## src/rtl/core_pkg.sv

```systemverilog
// Shared opcode/state types and instruction field layout for the core sequencer.
// Optional single-step support is enabled by defining CORE_SEQ_STEP_EN.
package core_pkg;

    typedef enum logic [3:0] {
        OP_CP          = 4'd0,
        OP_ADD         = 4'd1,
        OP_SUB         = 4'd2,
        OP_NOT         = 4'd3,
        OP_AND         = 4'd4,
        OP_OR          = 4'd5,
        OP_XOR         = 4'd6,
        OP_RSH         = 4'd7,
        OP_LSH         = 4'd8,
        OP_CMP_GREATER = 4'd9,
        OP_CMP_EQUAL   = 4'd10,
        OP_CMP_LESS    = 4'd11,
        OP_OUT_T       = 4'd12,
        OP_OUT_F       = 4'd13,
        OP_ILLEGAL     = 4'd14,
        OP_HALT        = 4'd15
    } opcode_e;

    typedef enum logic [2:0] {
        ST_IDLE,
        ST_FETCH,
        ST_DECODE,
        ST_EXEC,
        ST_HALT,
        ST_PAUSE
    } state_e;

    localparam int INSTR_W     = 32;
    localparam int OP_LSB      = 0;
    localparam int OP_W        = 4;
    localparam int RD_LSB      = 4;
    localparam int RA_LSB      = 8;
    localparam int RB_LSB      = 12;
    localparam int REG_IDX_W   = 4;
    localparam int IMM_SEL_BIT = 16;
    localparam int IMM_LSB     = 20;
    localparam int IMM_W       = 12;

    typedef struct packed {
        opcode_e                op;
        logic [REG_IDX_W-1:0]   rd;
        logic [REG_IDX_W-1:0]   ra;
        logic [REG_IDX_W-1:0]   rb;
        logic                   imm_sel;
        logic [IMM_W-1:0]       imm;
    } instr_t;

    // Ops below the branch pair write their ALU result to rd; branches write PC.
    function automatic logic writes_reg(input opcode_e op);
        return op <= OP_CMP_LESS;
    endfunction

endpackage

```

## src/rtl/core_seq_reg_file.sv

```systemverilog
// Register file: REGS x DW storage, two combinational read ports, one synchronous
// write port. Register 0 always reads zero and ignores writes.
module reg_file
    import core_pkg::*;
#(
    parameter int DW   = 32,
    parameter int REGS = 16
) (
    input  logic                 clk,
    input  logic                 rst,
    input  logic                 we_i,
    input  logic [REG_IDX_W-1:0] waddr_i,
    input  logic [DW-1:0]        wdata_i,
    input  logic [REG_IDX_W-1:0] raddr_a_i,
    input  logic [REG_IDX_W-1:0] raddr_b_i,
    output logic [DW-1:0]        rdata_a_o,
    output logic [DW-1:0]        rdata_b_o
);

    logic [DW-1:0] regs_q [REGS];

    always_ff @(posedge clk or posedge rst) begin
        if (rst) begin
            for (int i = 0; i < REGS; i++) begin
                regs_q[i] <= '0;
            end
        end else if (we_i && (waddr_i != '0)) begin
            regs_q[waddr_i] <= wdata_i;
        end
    end

    assign rdata_a_o = (raddr_a_i == '0) ? '0 : regs_q[raddr_a_i];
    assign rdata_b_o = (raddr_b_i == '0) ? '0 : regs_q[raddr_b_i];

endmodule

```

## src/rtl/core_seq.sv

```systemverilog
// Instruction sequencer around an external combinational ALU: fetch, decode, execute,
// one instruction in flight. Define CORE_SEQ_STEP_EN to add the step input and PAUSE state.
module core_seq
    import core_pkg::*;
#(
    parameter int bit_width = 32,
    parameter int ADDR_W    = 8,
    parameter int REGS      = 16
) (
    input  logic                 clk,
    input  logic                 rst,
    input  logic                 run,
`ifdef CORE_SEQ_STEP_EN
    input  logic                 step,
`endif
    output logic                 imem_req,
    output logic [ADDR_W-1:0]    imem_addr,
    input  logic                 imem_ack,
    input  logic [INSTR_W-1:0]   imem_data,
    output logic [3:0]           alu_op,
    output logic [bit_width-1:0] alu_a,
    output logic [bit_width-1:0] alu_b,
    output logic [bit_width-1:0] alu_pc,
    input  logic [bit_width-1:0] alu_r,
    output logic                 halted,
    output logic                 illegal,
    output logic [bit_width-1:0] pc
);

    state_e               state_q, state_d;
    instr_t               instr_q, instr_d;
    logic [bit_width-1:0] pc_q, pc_d;
    logic [3:0]           alu_op_q, alu_op_d;
    logic [bit_width-1:0] alu_a_q, alu_a_d;
    logic [bit_width-1:0] alu_b_q, alu_b_d;
    logic [bit_width-1:0] alu_pc_q, alu_pc_d;
    logic                 halted_q, halted_d;
    logic                 illegal_q, illegal_d;
    logic                 reg_we;
    logic [bit_width-1:0] ra_data, rb_data;
    logic                 unused_instr_bits;

`ifdef CORE_SEQ_STEP_EN
    logic                 step_armed_q, step_armed_d;
`endif

    assign unused_instr_bits = ^imem_data[IMM_LSB-1:IMM_SEL_BIT+1];

    reg_file #(
        .DW   (bit_width),
        .REGS (REGS)
    ) u_reg_file (
        .clk       (clk),
        .rst       (rst),
        .we_i      (reg_we),
        .waddr_i   (instr_q.rd),
        .wdata_i   (alu_r),
        .raddr_a_i (instr_q.ra),
        .raddr_b_i (instr_q.rb),
        .rdata_a_o (ra_data),
        .rdata_b_o (rb_data)
    );

    always_ff @(posedge clk or posedge rst) begin
        if (rst) begin
            state_q   <= ST_IDLE;
            instr_q   <= '0;
            pc_q      <= '0;
            alu_op_q  <= '0;
            alu_a_q   <= '0;
            alu_b_q   <= '0;
            alu_pc_q  <= '0;
            halted_q  <= 1'b0;
            illegal_q <= 1'b0;
        end else begin
            state_q   <= state_d;
            instr_q   <= instr_d;
            pc_q      <= pc_d;
            alu_op_q  <= alu_op_d;
            alu_a_q   <= alu_a_d;
            alu_b_q   <= alu_b_d;
            alu_pc_q  <= alu_pc_d;
            halted_q  <= halted_d;
            illegal_q <= illegal_d;
        end
    end

`ifdef CORE_SEQ_STEP_EN
    always_ff @(posedge clk or posedge rst) begin
        if (rst) begin
            step_armed_q <= 1'b1;
        end else begin
            step_armed_q <= step_armed_d;
        end
    end
`endif

    // Operands are read in DECODE from the pre-write register state, so rd==ra sees the old value.
    always_comb begin
        state_d   = state_q;
        instr_d   = instr_q;
        pc_d      = pc_q;
        alu_op_d  = alu_op_q;
        alu_a_d   = alu_a_q;
        alu_b_d   = alu_b_q;
        alu_pc_d  = alu_pc_q;
        halted_d  = halted_q;
        illegal_d = illegal_q;
        imem_req  = 1'b0;
        reg_we    = 1'b0;
`ifdef CORE_SEQ_STEP_EN
        step_armed_d = step_armed_q;
        if (!step) begin
            step_armed_d = 1'b1;
        end
`endif

        case (state_q)
            ST_IDLE: begin
                if (run) begin
                    state_d = ST_FETCH;
                end
            end

            ST_FETCH: begin
                imem_req = 1'b1;
                if (imem_ack) begin
                    instr_d.op      = opcode_e'(imem_data[OP_LSB +: OP_W]);
                    instr_d.rd      = imem_data[RD_LSB +: REG_IDX_W];
                    instr_d.ra      = imem_data[RA_LSB +: REG_IDX_W];
                    instr_d.rb      = imem_data[RB_LSB +: REG_IDX_W];
                    instr_d.imm_sel = imem_data[IMM_SEL_BIT];
                    instr_d.imm     = imem_data[IMM_LSB +: IMM_W];
                    state_d         = ST_DECODE;
                end
            end

            ST_DECODE: begin
                alu_op_d = instr_q.op;
                alu_a_d  = ra_data;
                alu_b_d  = instr_q.imm_sel ? {{(bit_width-IMM_W){1'b0}}, instr_q.imm} : rb_data;
                alu_pc_d = pc_q;
                if (instr_q.op == OP_HALT) begin
                    halted_d = 1'b1;
                    state_d  = ST_HALT;
                end else if (instr_q.op == OP_ILLEGAL) begin
                    illegal_d = 1'b1;
                    state_d   = ST_HALT;
                end else begin
                    state_d = ST_EXEC;
                end
            end

            ST_EXEC: begin
                if (writes_reg(instr_q.op)) begin
                    reg_we = 1'b1;
                    pc_d   = pc_q + bit_width'(1);
                end else begin
                    pc_d = alu_r;
                end
`ifdef CORE_SEQ_STEP_EN
                state_d = ST_PAUSE;
`else
                state_d = run ? ST_FETCH : ST_IDLE;
`endif
            end

`ifdef CORE_SEQ_STEP_EN
            // A held step only advances once; it must return low before it counts again.
            ST_PAUSE: begin
                if (step && step_armed_q) begin
                    step_armed_d = 1'b0;
                    state_d      = run ? ST_FETCH : ST_IDLE;
                end
            end
`endif

            ST_HALT: begin
                state_d = ST_HALT;
            end

            default: begin
                state_d = ST_IDLE;
            end
        endcase
    end

    assign imem_addr = pc_q[ADDR_W-1:0];
    assign alu_op    = alu_op_q;
    assign alu_a     = alu_a_q;
    assign alu_b     = alu_b_q;
    assign alu_pc    = alu_pc_q;
    assign halted    = halted_q;
    assign illegal   = illegal_q;
    assign pc        = pc_q;

endmodule
```

## config.mk

```make
export PLATFORM = sky130hd
export DESIGN_NAME = core_seq
export DESIGN_NICKNAME = d
export VERILOG_FILES = /design/src/rtl/core_pkg.sv /design/src/rtl/core_seq_reg_file.sv /design/src/rtl/core_seq.sv
export SDC_FILE = /design/constraint.sdc
export NUM_CORES = 2
export LEC_CHECK = 0
export ABC_AREA = 1
export CAP_MARGIN = 20
export CORE_MARGIN = 3
export CORE_UTILIZATION = 58
export DETAILED_ROUTE_END_ITERATION = 10
export HOLD_SLACK_MARGIN = 0.12
export PLACE_DENSITY = 0.76
export SLEW_MARGIN = 20
export SYNTH_ARGS = -nofsm -noshare
export SYNTH_HDL_FRONTEND = slang
export SYNTH_SLANG_ARGS = --single-unit
```

## constraint.sdc

```tcl
create_clock -name clk -period 28.7 [get_ports clk]
set_clock_uncertainty 0.15 [all_clocks]
set_input_delay 5.74 -clock clk [delete_from_list [all_inputs] [get_ports clk]]
set_output_delay 5.74 -clock clk [all_outputs]
set_load 0.02 [all_outputs]
```

==> summary.txt <==
STA
  • Worst Max-Slew Pin Slew: between 1 and 1.5 ns
  • Maximum clock frequency: ~120 MHz
  • Min cycle time layout: 8.19 ns
  • Final setup fails: 0
  • Hold Vio Cnt, Final: 0
  • Setup TNS: 0 ns
  • Tcrit/Tclk final: between 20% and 30%
  • RSZ-0062 raised after global routing: no
  • Slew Limit Headroom: around 4.0%
  • Max Slew Vio Count: 0

GRT
  • First-pass GRT wire length: about 170000 um
  • Largest net degree at the start of global routing: 252
  • Antenna violations before repair: 1
  • GRT Util Overall: 35.4%
  • GRT Residual Overflow: 0
  • Vias in the first global route: between 30000 and 40000

Worst hold path
  • Hold depth: 0
  • Hold Path Class: register to register
  • Hold path start: u_reg_file.regs_q[500]
  • Hold worst-path end: u_reg_file.regs_q[500]

Placement
  • Placer Congestion: between 0.9 and 1
  • Detailed-placement wirelength estimate: ~62000 um
  • Placed Instance Area: 36800 um2
  • PortBufs: slightly above 200
  • Placed instance count: 5262

Cells and area
  • Fin cells: 5391
  • Final instance area: ~40000 um2
  • Fill count: a little over 5000
  • # nets final: ~4600
  • Multi-input gate area: roughly 15000 um2
  • Most frequent cells in the layout: nand2_1, o21ai_0, dfrtp_1
  • Area Growth Syn to Fin: 11.8%
  • Layout cells sized above 1: under 10%
  • Reg area: 17000 um2
  • Commonest non-fill, non-tap cell in the layout: nand2_1

Synth
  • Flops & latches, synth: about 680
  • Sequential share of the synthesized area: 48.5%
  • Post-synth EDFFs: 0
  • Synth Warn #: 0
  • Mapped Avg Cell Area: between 7 and 8 um2
  • Syn nets: ~4700
  • Syn Inst Count: about 4600
  • Mapped cell area: between 30000 and 40000 um2
  • Ys async rst share: between 90% and 100%
  • Synth cell types: 38
  • Most used DFF post-synth: dfrtp_1

Critical path
  • Setup CP Type: input pin to asynchronous set/reset pin
  • R2r worst-path depth: 7
  • Worst r2r dst: u_reg_file.regs_q[421]
  • Critical path data arrival time: 8.65 ns
  • Crit path max fanout: between 100 and 150
  • Reg2reg setup slack: ~25 ns
  • CP Capture Type: asynchronous set/reset pin
  • R2R Path Start: state_q[2]
  • Req. time, crit path: 29.16 ns
  • CP startpoint kind: input pin

CTS
  • Hold_buf cts: 0
  • CTS Sinks: 678
  • Max clock buf depth: 3
  • Htree depth: 3
  • Worst-path clk slew: around 0.060 ns
  • CTS buffer count: 72
  • CTS tree: done
  • Root buf cell: clkbuf_16
  • PostCTS Resize Cnt: 0
  • Clk_lat worst skew: between 0.6 and 0.7 ns
  • Post-CTS Setup Inserts: 0

Pwr
  • Pint: ~2.7 mW
  • Leakage: between 15 and 20 nW
  • Max rail drop VDD: 0.128 mV
  • Switching Fraction: 44.9%
  • Power per cell area: 126 nW/um2
  • Clk pwr share: 19.1%
  • Net Switching: 2.22 mW
  • Total Power: slightly below 5 mW
  • Sequential share of power: between 30% and 40%
  • Comb power frac: 45.2%

Die
  • Core area: a little under 60000 um2
  • Io pins: 211
  • Total die area: roughly 63000 um2
  • Floorplan row count: 89
  • Die Ht: between 200 and 300 um
  • Initial core utilization: about three fifths
  • Die Wd: around 250 um

Route
  • Vias/cell: between 6 and 7
  • Routed Antenna Nets: 0
  • DR DRC count: 0
  • DR pass1 iterations: 6
  • Drt total wl: about 110000 um
  • Iteration-0 DRC Markers: roughly 4300
  • Drt wl/cell: approximately 21 um
  • Vias post-DR: ~33000

Outcome
  • Status: complete, no violations

Job
  • Max-cap viol count: 0
[final cells by class]
cell class / count / area share [%]
sequential: 678 / 43.4
multi-input combinational: 3225 / 38.6
timing repair buffer: 251 / 6.23
clock buffer: 99 / 5.49
inverter: 335 / 3.25
tap: 773 / 2.47
clock inverter: 28 / 0.595
antenna: 2 / 0.0128
[worst max-delay path, stage by stage]
cell and delay (ns):
clkdlybuf4s50_1 0.50, inv_8 0.66, buf_4 0.75, buf_4 0.86
[how the worst max path moves through the flow]
stage,slack (ns),startpoint,endpoint,cells past startpoint
global route,20.10,rst,u_reg_file.regs_q[80],4
finish,20.51,rst,alu_pc[18],4
global placement,19.79,rst,alu_pc[17],4
CTS,20.41,rst,alu_b[17],4
floorplan,3.80,rst,alu_a[0],1
detailed placement,19.76,rst,alu_pc[17],4
[stage by stage]
stage	util, %	worst slack (ns)	hold WS [ns]
2_1_floorplan	-	3.80	0.279
3_3_place_gp	61.9	19.79	0.226
3_5_place_dp	61.9	19.76	0.230
4_1_cts	65.9	20.41	0.246
5_1_grt	65.9	20.10	0.255
6_report	66.0	20.51	0.242
[Yosys cell counts, types with 4 or more instances]
library cell	number	area [um2]
buf_1	31	116
clkbuf_1	217	815
nand2_1	1202	4510
o21ai_0	934	4670
a22oi_1	4	30.0
a21oi_1	297	1490
mux2_2	19	214
buf_2	137	686
nor2_4	4	45.0
o21ai_1	90	450
nor2_1	195	732
buf_4	18	135
nand3_1	324	1620
inv_2	5	18.8
nand4_4	4	85.1
dfrtp_1	678	17000
inv_1	326	1220
o211ai_1	115	863
nand2_2	6	37.5
xor2_1	4	35.0
or2_2	5	31.3
[kinds of logic (layout without fill, tap and decap cells)]
family / Yosys count / in the layout / share of synthesized area (%)
AND/OR/NAND/NOR: 1754 / 1754 / 20.6
AO/OA/AOI/OAI: 1447 / 1447 / 21.6
buffers and inverters: 739 / 713 / 8.62
flip-flops: 678 / 678 / 48.5
multiplexers: 19 / 19 / 0.611
XOR/XNOR: 4 / 4 / 0.100
adder cells (fa/ha/maj): 1 / 1 / 0.0357
other: 0 / 2 / 0
[flip-flops by register name, summed over array words and instances, names as in the netlist]
name	flops
u_reg_file.regs_q	512
alu_a	32
alu_b	32
alu_pc	32
pc	32
instr_q	29
alu_op	4
state_q	3
halted	1
illegal	1
[per-layer routing]
metal / up-vias / track usage, % / part of all wire, %
met3: 337 / 7.60 / 10
met5: - / 0 / 0
met1: 15300 / 48.2 / 39
met4: 0 / 17.3 / 5.3
li1: 15200 / - / -
met2: 1698 / 54.2 / 45
[power groups by stage]
stage	Combinational (mW)	Sequential (mW)	Clock (mW)
5_1_grt	2.50	1.82	0.993
3_3_place_gp	2.15	1.75	0
4_1_cts	2.21	1.75	0.954
6_report	2.24	1.77	0.944
3_5_place_dp	2.20	1.76	0
2_1_floorplan	1.48	1.73	0
Power figures use the tool's default switching activity.
